## config.mk

```make
export PLATFORM = sky130hd
export DESIGN_NAME = dma
export DESIGN_NICKNAME = d
export VERILOG_FILES = /design/src/rtl/dma_pkg.sv /design/src/rtl/dma_master.sv /design/src/rtl/dma.sv
export SDC_FILE = /design/constraint.sdc
export NUM_CORES = 1
export LEC_CHECK = 0
export CAP_MARGIN = 20
export CORE_UTILIZATION = 51
export CTS_CLUSTER_SIZE = 10
export DETAILED_ROUTE_END_ITERATION = 7
export PLACE_DENSITY_LB_ADDON = 0.25
export SETUP_SLACK_MARGIN = 0.05
export SYNTH_ARGS = -nofsm -noshare
export SYNTH_HDL_FRONTEND = slang
export SYNTH_HIERARCHICAL = 1
export SYNTH_SLANG_ARGS = --single-unit
```

## constraint.sdc

```tcl
create_clock -name clk -period 4 [get_ports clk]
set_clock_uncertainty 0.2 [all_clocks]
set_input_delay 0.8 -clock clk [delete_from_list [all_inputs] [get_ports clk]]
set_output_delay 0.8 -clock clk [all_outputs]
set_load 0.01 [all_outputs]
```

## src/rtl/dma_pkg.sv

```systemverilog
// Shared definitions for the dma block: register map, CTRL bit positions,
// field widths, bus direction encoding and master FSM state encodings.
package dma_pkg;

  localparam int ADDR_W = 30;
  localparam int DATA_W = 32;
  localparam int LEN_W  = 16;

  localparam logic [1:0] REG_CTRL = 2'd0;
  localparam logic [1:0] REG_SRC  = 2'd1;
  localparam logic [1:0] REG_DST  = 2'd2;
  localparam logic [1:0] REG_LEN  = 2'd3;

  localparam int CTRL_START = 0;
  localparam int CTRL_BUSY  = 1;
  localparam int CTRL_DONE  = 2;
  localparam int CTRL_IE    = 3;
  localparam int CTRL_ABORT = 4;

  localparam logic RW_READ  = 1'b1;
  localparam logic RW_WRITE = 1'b0;

  typedef enum logic [2:0] {
    ST_IDLE = 3'd0,
    ST_REQ  = 3'd1,
    ST_RD   = 3'd2,
    ST_WR   = 3'd3,
    ST_DONE = 3'd4
  } state_t;

endpackage

```

## src/rtl/dma_master.sv

```systemverilog
// Bus-master side of the dma: transfer FSM, word buffer and abort latch.
// DMA_BUS_LOCK_EN keeps the bus between words; otherwise it is re-arbitrated.
//
// state | meaning
// IDLE  | waiting for START
// REQ   | requesting the bus (first cycle after a word is a release gap)
// RD    | source read in flight
// WR    | destination write in flight
// DONE  | one cycle that sets the DONE flag
module dma_master
  import dma_pkg::*;
(
  input  logic              clk,
  input  logic              reset,
  input  logic              start,
  input  logic              abort,
  input  logic              len_zero,
  input  logic              len_one,
  input  logic [ADDR_W-1:0] src,
  input  logic [ADDR_W-1:0] dst,
  input  logic              bus_grnt_,
  input  logic [DATA_W-1:0] bus_rd_data,
  input  logic              bus_rdy_,
  output logic              busy,
  output logic              set_done,
  output logic              step,
  output logic              bus_req_,
  output logic              bus_as_,
  output logic [ADDR_W-1:0] bus_addr,
  output logic              bus_rw,
  output logic [DATA_W-1:0] bus_wr_data
);

  state_t            state;
  state_t            state_nxt;
  logic [DATA_W-1:0] buffer;
  logic              abort_pend;
  logic              abort_now;
  logic              gap;
  logic              gap_nxt;

  // An abort written on the same edge a write completes must still win.
  assign abort_now = abort_pend | abort;

  always_ff @(posedge clk or negedge reset) begin
    if (!reset) begin
      state      <= ST_IDLE;
      buffer     <= '0;
      abort_pend <= 1'b0;
      gap        <= 1'b0;
    end else begin
      state <= state_nxt;
      gap   <= gap_nxt;
      if (state == ST_RD && !bus_rdy_) begin
        buffer <= bus_rd_data;
      end
      if (state_nxt == ST_IDLE) begin
        abort_pend <= 1'b0;
      end else if (abort && busy) begin
        abort_pend <= 1'b1;
      end
    end
  end

  always_comb begin
    state_nxt   = state;
    gap_nxt     = 1'b0;
    busy        = 1'b0;
    set_done    = 1'b0;
    step        = 1'b0;
    bus_req_    = 1'b1;
    bus_as_     = 1'b1;
    bus_addr    = '0;
    bus_rw      = RW_READ;
    bus_wr_data = '0;
    case (state)
      ST_IDLE: begin
        if (start) begin
          state_nxt = len_zero ? ST_DONE : ST_REQ;
        end
      end
      ST_REQ: begin
        busy     = 1'b1;
        bus_req_ = gap;
        if (abort_now) begin
          state_nxt = ST_IDLE;
        end else if (!gap && !bus_grnt_) begin
          state_nxt = ST_RD;
        end
      end
      ST_RD: begin
        busy     = 1'b1;
        bus_req_ = 1'b0;
        bus_as_  = 1'b0;
        bus_addr = src;
        if (!bus_rdy_) begin
          state_nxt = ST_WR;
        end
      end
      ST_WR: begin
        busy        = 1'b1;
        bus_req_    = 1'b0;
        bus_as_     = 1'b0;
        bus_rw      = RW_WRITE;
        bus_addr    = dst;
        bus_wr_data = buffer;
        if (!bus_rdy_) begin
          step = 1'b1;
          if (len_one) begin
            state_nxt = ST_DONE;
          end else if (abort_now) begin
            state_nxt = ST_IDLE;
          end else begin
`ifdef DMA_BUS_LOCK_EN
            state_nxt = ST_RD;
`else
            state_nxt = ST_REQ;
            gap_nxt   = 1'b1;
`endif
          end
        end
      end
      ST_DONE: begin
        set_done  = 1'b1;
        state_nxt = ST_IDLE;
      end
      default: begin
        state_nxt = ST_IDLE;
      end
    endcase
  end

endmodule

```

## src/rtl/dma.sv

```systemverilog
// Single-channel word DMA: slave register file (CTRL/SRC/DST/LEN) plus the
// dma_master transfer engine. Bus locking is selected with DMA_BUS_LOCK_EN.
module dma
  import dma_pkg::*;
(
  input  logic              clk,
  input  logic              reset,
  input  logic              cs_,
  input  logic              as_,
  input  logic              rw,
  input  logic [ADDR_W-1:0] addr,
  input  logic [DATA_W-1:0] wr_data,
  output logic [DATA_W-1:0] rd_data,
  output logic              rdy_,
  output logic              bus_req_,
  input  logic              bus_grnt_,
  output logic              bus_as_,
  output logic [ADDR_W-1:0] bus_addr,
  output logic              bus_rw,
  output logic [DATA_W-1:0] bus_wr_data,
  input  logic [DATA_W-1:0] bus_rd_data,
  input  logic              bus_rdy_,
  output logic              irq
);

  logic [ADDR_W-1:0] src;
  logic [ADDR_W-1:0] dst;
  logic [LEN_W-1:0]  len;
  logic              done;
  logic              ie;
  logic [1:0]        idx;
  logic              acc;
  logic              wr_acc;
  logic              ctrl_wr;
  logic              start;
  logic              abort;
  logic              busy;
  logic              set_done;
  logic              step;
  logic [DATA_W-1:0] rd_mux;
  logic              unused_bits;

  assign idx         = addr[1:0];
  // rdy_ low means the previous edge accepted; this keeps each ack one cycle long.
  assign acc         = !cs_ && !as_ && rdy_;
  assign wr_acc      = acc && (rw == RW_WRITE);
  assign ctrl_wr     = wr_acc && (idx == REG_CTRL);
  assign start       = ctrl_wr && wr_data[CTRL_START] && !busy;
  assign abort       = ctrl_wr && wr_data[CTRL_ABORT];
  assign irq         = done & ie;
  assign unused_bits = ^{addr[ADDR_W-1:2], wr_data[DATA_W-1:ADDR_W]};

  always_comb begin
    rd_mux = '0;
    case (idx)
      REG_CTRL: begin
        rd_mux[CTRL_BUSY] = busy;
        rd_mux[CTRL_DONE] = done;
        rd_mux[CTRL_IE]   = ie;
      end
      REG_SRC: rd_mux[ADDR_W-1:0] = src;
      REG_DST: rd_mux[ADDR_W-1:0] = dst;
      REG_LEN: rd_mux[LEN_W-1:0]  = len;
      default: rd_mux = '0;
    endcase
  end

  always_ff @(posedge clk or negedge reset) begin
    if (!reset) begin
      rdy_    <= 1'b1;
      rd_data <= '0;
    end else begin
      rdy_    <= !acc;
      rd_data <= (acc && rw == RW_READ) ? rd_mux : '0;
    end
  end

  always_ff @(posedge clk or negedge reset) begin
    if (!reset) begin
      src  <= '0;
      dst  <= '0;
      len  <= '0;
      done <= 1'b0;
      ie   <= 1'b0;
    end else begin
      if (step) begin
        src <= src + 30'd1;
        dst <= dst + 30'd1;
        len <= len - 16'd1;
      end else if (wr_acc && !busy) begin
        case (idx)
          REG_SRC: src <= wr_data[ADDR_W-1:0];
          REG_DST: dst <= wr_data[ADDR_W-1:0];
          REG_LEN: len <= wr_data[LEN_W-1:0];
          default: ;
        endcase
      end
      // Hardware completion beats a same-cycle write-1-to-clear.
      if (set_done) begin
        done <= 1'b1;
      end else if (ctrl_wr && wr_data[CTRL_DONE]) begin
        done <= 1'b0;
      end
      if (ctrl_wr) begin
        ie <= wr_data[CTRL_IE];
      end
    end
  end

  dma_master u_master (
    .clk         (clk),
    .reset       (reset),
    .start       (start),
    .abort       (abort),
    .len_zero    (len == '0),
    .len_one     (len == 16'd1),
    .src         (src),
    .dst         (dst),
    .bus_grnt_   (bus_grnt_),
    .bus_rd_data (bus_rd_data),
    .bus_rdy_    (bus_rdy_),
    .busy        (busy),
    .set_done    (set_done),
    .step        (step),
    .bus_req_    (bus_req_),
    .bus_as_     (bus_as_),
    .bus_addr    (bus_addr),
    .bus_rw      (bus_rw),
    .bus_wr_data (bus_wr_data)
  );

endmodule

```

Word level (Yosys, flattened, before mapping)
Cells that the tools add are included.
- memories kept: 0
- logic and storage cells: 100
- ROM bits: 0
- bits in registers: 146
- bits in writable memories: 0
- bits in latches: 0
- output and inout bits: 99
- bitwise gates (word level): 3
- reduce and logical (&&, ||, !) cells: 35
- div/mod/pow operators: 0
- shift-type cells: 0
- $mul: 0
- add/subtract/negate cells: 3
- eq/ne operators: 8
- multiplexer cells: 40
- order comparisons: 0
- operators by type and width (cell ; count):
    $mux W30 ; 7
    $add A30 B1 Y30 const B ; 2
    $pmux W30 S2 ; 1
    $mux W16 ; 3
    $pmux W12 S3 ; 1
    $mux W32 ; 1
    $pmux W14 S2 ; 1
    $pmux W3 S4 ; 2
    $mux W3 ; 7
    $eq A16 B1 Y1 const B ; 1
    $logic_not A16 Y1 ; 1
    $sub A16 B1 Y16 const B ; 1
    $mux W1 ; 15
    $logic_and A1 B1 Y1 ; 13
    $reduce_bool A2 Y1 ; 6
    $logic_not A1 Y1 ; 7
    $eq A3 B2 Y1 const B ; 2
    $logic_not A3 Y1 ; 2
    $reduce_and A2 Y1 ; 3
    $eq A2 B2 Y1 const B ; 2
    $eq A3 B1 Y1 const B ; 1
    $eq A3 B3 Y1 const B ; 1
    $pmux W1 S3 ; 1
    $reduce_or A3 Y1 ; 1
    7 further kinds ; 7

Depth between registers and ports, before layout
Gate-level depths: netlist of the first run.
- depth after elaboration: 13
- gate-level depth with buffers: 11

Cells and area by module
Netlist of the first run, hierarchy kept.
- modules (own cells, without submodules) (module ; sequential area each (um^2) ; instances ; cells an instance ; area an instance (um^2)):
    dma ; 2728.9 ; 1 ; 694 ; 6341.1
    dma_master ; 925.9 ; 1 ; 210 ; 2197.1

Worst setup path before layout of the first run
Ideal clock, no wire load.
- path kind: register to register
- start: reg u_master.state[0]
- end: reg len[13]
- path slack: 0.927 ns
- arrival: 2.747 ns
- period minus slack after synthesis: 3.073 ns
- cell stages (with the launch flop): 11
- buffers on the path: 3
- cells stage by stage: dfrtp_1 > buf_4 > clkbuf_1 > nand2_1 > nor2_1 > buf_4 > or4b_4 > or2_2 > or3_1 > and3_1 > a221o_1
- elaborated cells between the ends (all ways): 12
- classes of those cells: 3 x eq/ne; 3 x mux; 6 x reduce/logical
- RTL lines (item ; line ; RTL):
    start, declared ; dma_master.sv:34 ; state_t state;
    start signal, assigned ; dma_master.sv:52 ; state <= state_nxt;
    $eq A3 B2 Y1 * ; dma_master.sv:76 ; case (state)
    $mux W1 * ; dma_master.sv:76 ;
    named net step ; dma.sv:39 ; logic step;
    $reduce_bool A2 Y1 (no line) ; n/a ;
    $reduce_and A2 Y1 (no line) ; n/a ;
    end signal, assigned ; dma.sv:89 ; len <= len - 16'd1;
    end signal, assigned ; dma.sv:94 ; REG_LEN: len <= wr_data[LEN_W-1:0];
    end, declared ; dma.sv:28 ; logic [LEN_W-1:0] len;
The timed path passes the listed nets; every way through them passes the cells marked *.
A chain may end at the register's enable or synchronous reset.

Worst setup path after layout of the first run
- start: reg u_master.state[1]
- end: out bus_addr[0]
- cells in the longest elaborated chain, start to end: 2
- elaborated cells between the ends (all ways): 3
- classes of those cells: 2 x eq/ne; 1 x mux
- RTL lines (item ; line ; RTL):
    $eq A3 B2 Y1 ; dma_master.sv:76 ;
    $pmux W30 S2 * ; dma_master.sv:76 ;
    end, declared ; dma.sv:18 ; output logic [ADDR_W-1:0] bus_addr,
Mark *: on every way between the ends. The rest lies on a longest branch, timed or not.

==> flow_summary.json, run 1 <==
{
  "seq_area_frac_synth_pct": 42.8,
  "endpoint_kind": "primary output",
  "areaGrowthSynthToFinish_pct": 28.9,
  "maxCapViolCount": 0,
  "drc": 0,
  "ant_nets": 0,
  "finalSetupViolCount": 0,
  "worstSetupStartpointType": "flip-flop",
  "finalSetupTns_ns": 0,
  "maxClockFrequency_mhz": 292,
  "final-instance-count-excl-fill": 1274,
  "gp_congestion": 0.884,
  "cts_tree": "done",
  "antenna_found_initial": 0,
  "die_w_um": 131,
  "cts_inserted_buffers": 17,
  "switching_share_pct": 39.3,
  "vdd_drop_max_uv": 396,
  "relSlewSlack_pct": 42.4,
  "holdBufCountCts": 0,
  "switching_power_mw": 2.94,
  "final_hold_viol_count": 0,
  "report.final.slew_viol_count": 0,
  "io-pin-count": 200,
  "post-cts-setup-buffer-count": 0,
  "clk-insertion-delay-late_ns": 0.44,
  "synth-seq-cells": 146,
  "cp_data_arrival_time_ns": 2.43,
  "nets": 1155,
  "core_area_um2": 16100,
  "die_area_um2": 17300,
  "grt_pass1_vias": 7546,
  "hp-class": "in2async",
  "wire_per_inst_um": 20.0,
  "worst-endpoint-required_ns": 3.00,
  "worst-path-max-fanout": 19,
  "finalCritPeriodShare_pct": 85.7,
  "seq_power_share_pct": 37.0,
  "worstSetupPathType": "reg2out",
  "p_leak_nw": 4.45,
  "p_int_mw": 4.55,
  "grt_max_degree": 92,
  "synthCells": 904,
  "wirelength_um": 25500,
  "drive_gt1_share_pct": 10.8,
  "vias_per_cell": 6.09,
  "synth-edff-count": 0,
  "place_inst": 1242,
  "rsz0062_at_grt": "false",
  "portBuffers": 167,
  "layout_commonest_cell": "clkdlybuf4s50_1",
  "async_flop_share_pct": 100,
  "clkPwrFrac_pct": 21.8,
  "cts_resized": 0,
  "synthFlopType": "dfrtp_1",
  "synth_cell_types": 61,
  "antenna_cells": 0,
  "ys_warn_count": 6,
  "clockBufferDepth": 2,
  "cts-htree-levels": 4,
  "final_cell_mix": "clkdlybuf4s50_1 (166), dfrtp_1 (144), nor2_1 (99)",
  "initial_utilization_pct": 53.0,
  "die_y_um": 131,
  "grt.overflow.total": 0,
  "clk_pin_slew_ns": 0.07,
  "power_density_nw_per_um2": 680,
  "dr.pass1.iters": 6,
  "syn-cell-area_um2": 8540,
  "std_cell_rows": 46,
  "syn_avg_cell_area_um2": 9.44,
  "power.share.combinational_pct": 41.2,
  "grt_pass1_wl_um": 41100,
  "cts.sinks": 146,
  "globalRouteTotalUtil_pct": 30.2,
  "power_mw": 7.49,
  "drt_iter0_drc": 946,
  "vias": 7765,
  "status": "finished, final reports clean",
  "worst_slew_pin_slew_ns": 0.864,
  "fin_crit_ns": 3.43,
  "root_buffer": "clkbuf_16",
  "dp_hpwl_um": 17300
}
cells by family (layout without fill, tap and decap cells):
family | after synthesis | count (layout) | share of synthesized area, %
simple gates | 344 | 344 | 21.8
other cells | 1 | 2 | 0.0439
xor+xnor | 53 | 53 | 5.44
fa+ha+maj | 9 | 9 | 1.32
mux | 70 | 70 | 8.70
compound gates | 194 | 194 | 15.7
flops | 146 | 146 | 42.8
buf+inv | 87 | 240 | 4.18
state kept, by name (all words and copies together) (netlist names):
| name | cells |
|---|---|
| ie | 1 |
| rdy_ | 1 |
| dst | 30 |
| rd_data | 30 |
| u_master/abort_pend | 1 |
| done | 1 |
| len | 16 |
| src | 30 |
| u_master/gap | 1 |
| u_master/buffer | 32 |
| u_master/state | 3 |
worst paths after layout:
path	start	endpoint	slack [ns]	cells after the start
min in group clk	u_master/buffer[28]$_DFFE_PN0P_	u_master/buffer[28]$_DFFE_PN0P_	0.28	1
max in group asynchronous	reset	src[11]$_DFFE_PN0P_	2.60	2
worst max-delay path	u_master/state[1]$_DFF_PN0_	bus_addr[0]	0.57	5
worst min register to register	u_master/buffer[28]$_DFFE_PN0P_	u_master/buffer[28]$_DFFE_PN0P_	0.28	1
worst min-delay path	reset	dst[5]$_DFFE_PN0P_	0.21	1
worst max register to register	u_master/state[1]$_DFF_PN0_	len[13]$_DFFE_PN0P_	0.86	8
layer usage:
metal	share of wire (%)	global-route usage [%]	up-vias
li1	-	-	3583
met1	43	42.5	3750
met2	46	47.3	383
met3	8.4	5.02	49
met4	2.1	9.82	0
met5	0	0	-
critical path: stages (launching register included):
cell and delay [ns]:
dfrtp_1 0.51, nor2b_2 0.29, inv_2 0.21, buf_4 0.29, nor2_1 0.13, clkdlybuf4s50_1 0.56
stage by stage:
stage	hold WS [ns]	instance area (um2)	util (%)	setup WS, ns
3_5_place_dp	0.270	10400	64.6	0.374
6_report	0.206	11000	68.3	0.571
2_1_floorplan	0.250	8540	-	0.927
5_1_grt	0.282	11000	68.3	0.438
3_3_place_gp	0.260	10400	64.6	0.410
4_1_cts	0.251	11000	68.3	0.559
area by class of cell:
class                      count  area (um2)
clock buffer                  17         425
sequential                   146        3660
timing repair buffer         195        1900
fill                        1248        5110
tap                          216         270
inverter                      13        48.8
multi-input combinational    672        4540
clock inverter                15         171
power by group through the flow:
stage | logic, mW | clock network [mW] | registers [mW]
after floorplan | 2.11 | 0 | 2.50
after global placement | 2.99 | 0 | 2.72
after detailed placement | 3.06 | 0 | 2.76
after CTS | 3.08 | 1.64 | 2.75
after global routing | 3.37 | 1.70 | 2.86
final | 3.09 | 1.63 | 2.77
synthesized netlist by cell type (2+ instances only):
cell / n / area (um2)
dfrtp_1: 145 / 3630
nor2_1: 100 / 375
a21oi_1: 66 / 330
clkbuf_1: 58 / 218
and2_1: 56 / 350
a211oi_1: 53 / 398
and3_1: 48 / 300
xor2_1: 37 / 324
mux2i_1: 36 / 360
nand2_1: 33 / 124
nand3_1: 32 / 160
mux2_2: 31 / 349
nand4_1: 20 / 125
a222oi_1: 16 / 160
a22oi_1: 16 / 120
xnor2_1: 16 / 140
inv_1: 12 / 45.0
o21ai_0: 10 / 50.1
ha_1: 9 / 113
nor3_1: 9 / 45.0
and4_1: 8 / 70.1
buf_4: 7 / 52.6
o22ai_1: 7 / 43.8
buf_1: 6 / 22.5
nand2b_1: 6 / 37.5
nor2b_1: 4 / 25.0
nor3b_1: 4 / 30.0
or2_2: 4 / 25.0
buf_2: 3 / 15.0
mux2_1: 3 / 33.8
nand4b_1: 3 / 26.3
nor4_1: 3 / 18.8
nor4_2: 3 / 37.5
o211ai_1: 3 / 22.5
or4b_4: 3 / 41.3
a21o_1: 2 / 15.0
a221o_1: 2 / 20.0
a311oi_1: 2 / 17.5
a31oi_1: 2 / 12.5
nand3b_1: 2 / 15.0
o21bai_1: 2 / 15.0
o221a_2: 2 / 22.5
or3_1: 2 / 12.5
Power figures use the tool's default switching activity.
==> run 2, diff against run 1 <==
- CORE_UTILIZATION: 51 -> 47
- CTS_BUF_LIST: not set -> sky130_fd_sc_hd__clkbuf_4
- clock period: 4 -> 2.8 ns (I/O delays scaled with it)
==> flow_summary.json, run 2 (synthesis results as in run 1) <==
{
  "drt_iter0_drc": 818,
  "power_density_nw_per_um2": 893,
  "r2r_end": "len[11]$_DFFE_PN0P_",
  "cts_inserted_buffers": 17,
  "worst_slew_pin_slew_ns": 0.559,
  "worstSetupPathType": "reg2reg",
  "root_buffer": "clkbuf_4",
  "globalRouteTotalUtil_pct": 28.4,
  "rsz0062_at_grt": "true",
  "multiInputGateArea_um2": 4580,
  "std_cell_rows": 48,
  "power.share.combinational_pct": 47.7,
  "vias_per_cell": 5.89,
  "layout_commonest_cell": "dfrtp_1",
  "finalSetupViolCount": 2,
  "fin_area_um2": 11200,
  "io-pin-count": 200,
  "dr.pass1.iters": 6,
  "p_int_mw": 5.77,
  "wirelength_um": 26100,
  "largest_reg_flops": 32,
  "fill_cells": 1526,
  "p_leak_nw": 4.77,
  "layout_setup_ws_ns": -0.0795,
  "clkPwrFrac_pct": 13.4,
  "areaGrowthSynthToFinish_pct": 31.0,
  "gp_congestion": 0.895,
  "r2r_slack_ns": -0.08,
  "vdd_drop_max_uv": 504,
  "power_mw": 9.98,
  "violations": "negative setup slack",
  "startpoint": "u_master/state[2]$_DFF_PN0_",
  "placed_area_um2": 10800,
  "worst-endpoint-required_ns": 3.11,
  "seq_power_share_pct": 38.9,
  "grt_pass1_vias": 7315,
  "wire_per_inst_um": 19.5,
  "maxClockFrequency_mhz": 347,
  "rr_startpoint": "u_master/state[2]$_DFF_PN0_",
  "cp-endpoint": "len[11]$_DFFE_PN0P_",
  "vias": 7884,
  "regMostFlops": "u_master/buffer",
  "final_core_util_pct": 63.8,
  "core_area_um2": 17500,
  "final_hold_viol_count": 0,
  "hp-class": "reg2reg",
  "regArea_um2": 3660,
  "clockBufferDepth": 2,
  "drive_gt1_share_pct": 18.8,
  "die_y_um": 137,
  "reg2reg_depth": 10,
  "die_area_um2": 18700,
  "cts-htree-levels": 4,
  "relSlewSlack_pct": 62.8,
  "finalSetupTns_ns": -0.146,
  "cts_tree": "done",
  "drc": 0,
  "final_cell_mix": "dfrtp_1 (144), clkdlybuf4s50_1 (101), nor2_1 (96)",
  "portBuffers": 167,
  "switching_power_mw": 4.22,
  "dp_hpwl_um": 17600,
  "nets": 1211,
  "worstSetupStartpointType": "flip-flop",
  "worst-path-max-fanout": 4,
  "antenna_found_initial": 0,
  "fin_crit_ns": 2.88,
  "switching_share_pct": 42.3,
  "die_w_um": 137,
  "finalCritPeriodShare_pct": 103,
  "ant_nets": 0,
  "maxCapViolCount": 0,
  "status": "complete, but fails checks",
  "clk-insertion-delay-late_ns": 0.57,
  "cp_data_arrival_time_ns": 3.19,
  "initial_utilization_pct": 48.7,
  "antenna_cells": 0,
  "endpoint_kind": "flip-flop",
  "grt_max_degree": 59,
  "place_inst": 1291,
  "grt.overflow.total": 0,
  "grt_pass1_wl_um": 40300,
  "cts.sinks": 146,
  "report.final.slew_viol_count": 0,
  "final-instance-count-excl-fill": 1339,
  "clk_pin_slew_ns": 0.14
}
run 2: cell types whose count changed in the layout (fill, tap and decap cells not counted), moves of 7 or more:
cell	before	now
clkdlybuf4s50_1	166	101
buf_4	27	67
clkbuf_2	0	20
clkdlybuf4s15_1	0	18
clkbuf_16	17	0
clkbuf_4	0	17
dlygate4sd2_1	0	15
buf_2	0	12
buf_12	1	8
run 2: worst min-delay path by stage:
stage | endpoint | depth (start not counted) | slack, ns | start
final | u_master/buffer[3]$_DFFE_PN0P_ | 1 | 0.30 | u_master/buffer[3]$_DFFE_PN0P_
after global routing | u_master/buffer[3]$_DFFE_PN0P_ | 1 | 0.33 | u_master/buffer[3]$_DFFE_PN0P_
after CTS | u_master/buffer[3]$_DFFE_PN0P_ | 1 | 0.30 | u_master/buffer[3]$_DFFE_PN0P_
after detailed placement | u_master/buffer[3]$_DFFE_PN0P_ | 1 | 0.27 | u_master/buffer[3]$_DFFE_PN0P_
after global placement | u_master/buffer[2]$_DFFE_PN0P_ | 1 | 0.26 | u_master/buffer[2]$_DFFE_PN0P_
after floorplan | done$_DFFE_PN0P_ | 0 | 0.06 | reset
run 2: timing repair:
| item | in CTS | in global routing |
|---|---|---|
| endpoints found under the hold margin | 54 | 0 |
| buffers inserted | 10 | 2 |
| pin swaps | 0 | 2 |
| cloned | 3 | 0 |
| setup endpoints to repair | 64 | 56 |
| hold buffers | 1 | 0 |
| gates resized for setup | 119 | 61 |
run 2: routing by layer:
| layer | GRT usage [%] | vias up | routed length, um | share of wire [%] |
|---|---|---|---|---|
| met2 | 43.9 | 361 | 11900 | 46 |
| met4 | 7.45 | 0 | 255 | 0.98 |
| met1 | 40.8 | 3806 | 11500 | 44 |
| met3 | 5.19 | 22 | 2390 | 9.2 |
| li1 | - | 3695 | - | - |
| met5 | 0 | - | 0 | 0 |
run 2: critical path, cell delays in order (launching register included):
cell	delay (ns)
dfrtp_1	0.43
nor2b_4	0.13
buf_6	0.11
buf_6	0.09
nand2_4	0.05
nor2_4	0.11
or4b_4	0.51
or4b_4	0.55
or3_1	0.34
or2_0	0.22
o211ai_2	0.07
run 2: cell type report:
type                    instances  share of cell area (%)
clock buffers                  17                    1.14
clock inverters                15                    1.32
inverters                      13                   0.459
multi-input cells             672                    41.0
flip-flops and latches        146                    32.7
well taps                     225                    2.52
repair buffers                251                    20.9
run 2: stage by stage:
stage	hold slack [ns]	setup slack [ns]
after floorplan	0.0644	-0.0720
after global placement	0.259	-0.288
after detailed placement	0.274	-0.297
after CTS	0.304	-0.0849
after global routing	0.332	-0.159
final	0.298	-0.0795
run 2: power by group through the flow:
stage	Sequential [mW]	Combinational [mW]	Clock, mW
floorplan	3.57	3.04	0
global placement	3.85	4.49	0
detailed placement	3.89	4.57	0
CTS	3.84	4.81	1.38
global route	4.01	5.18	1.46
finish	3.88	4.76	1.34
==> run 3, diff against run 2 <==
- CTS_CLUSTER_SIZE: 10 -> 30
==> results of run 3 <==
The final DEF is identical to that of run 2; final timing and power are the same.
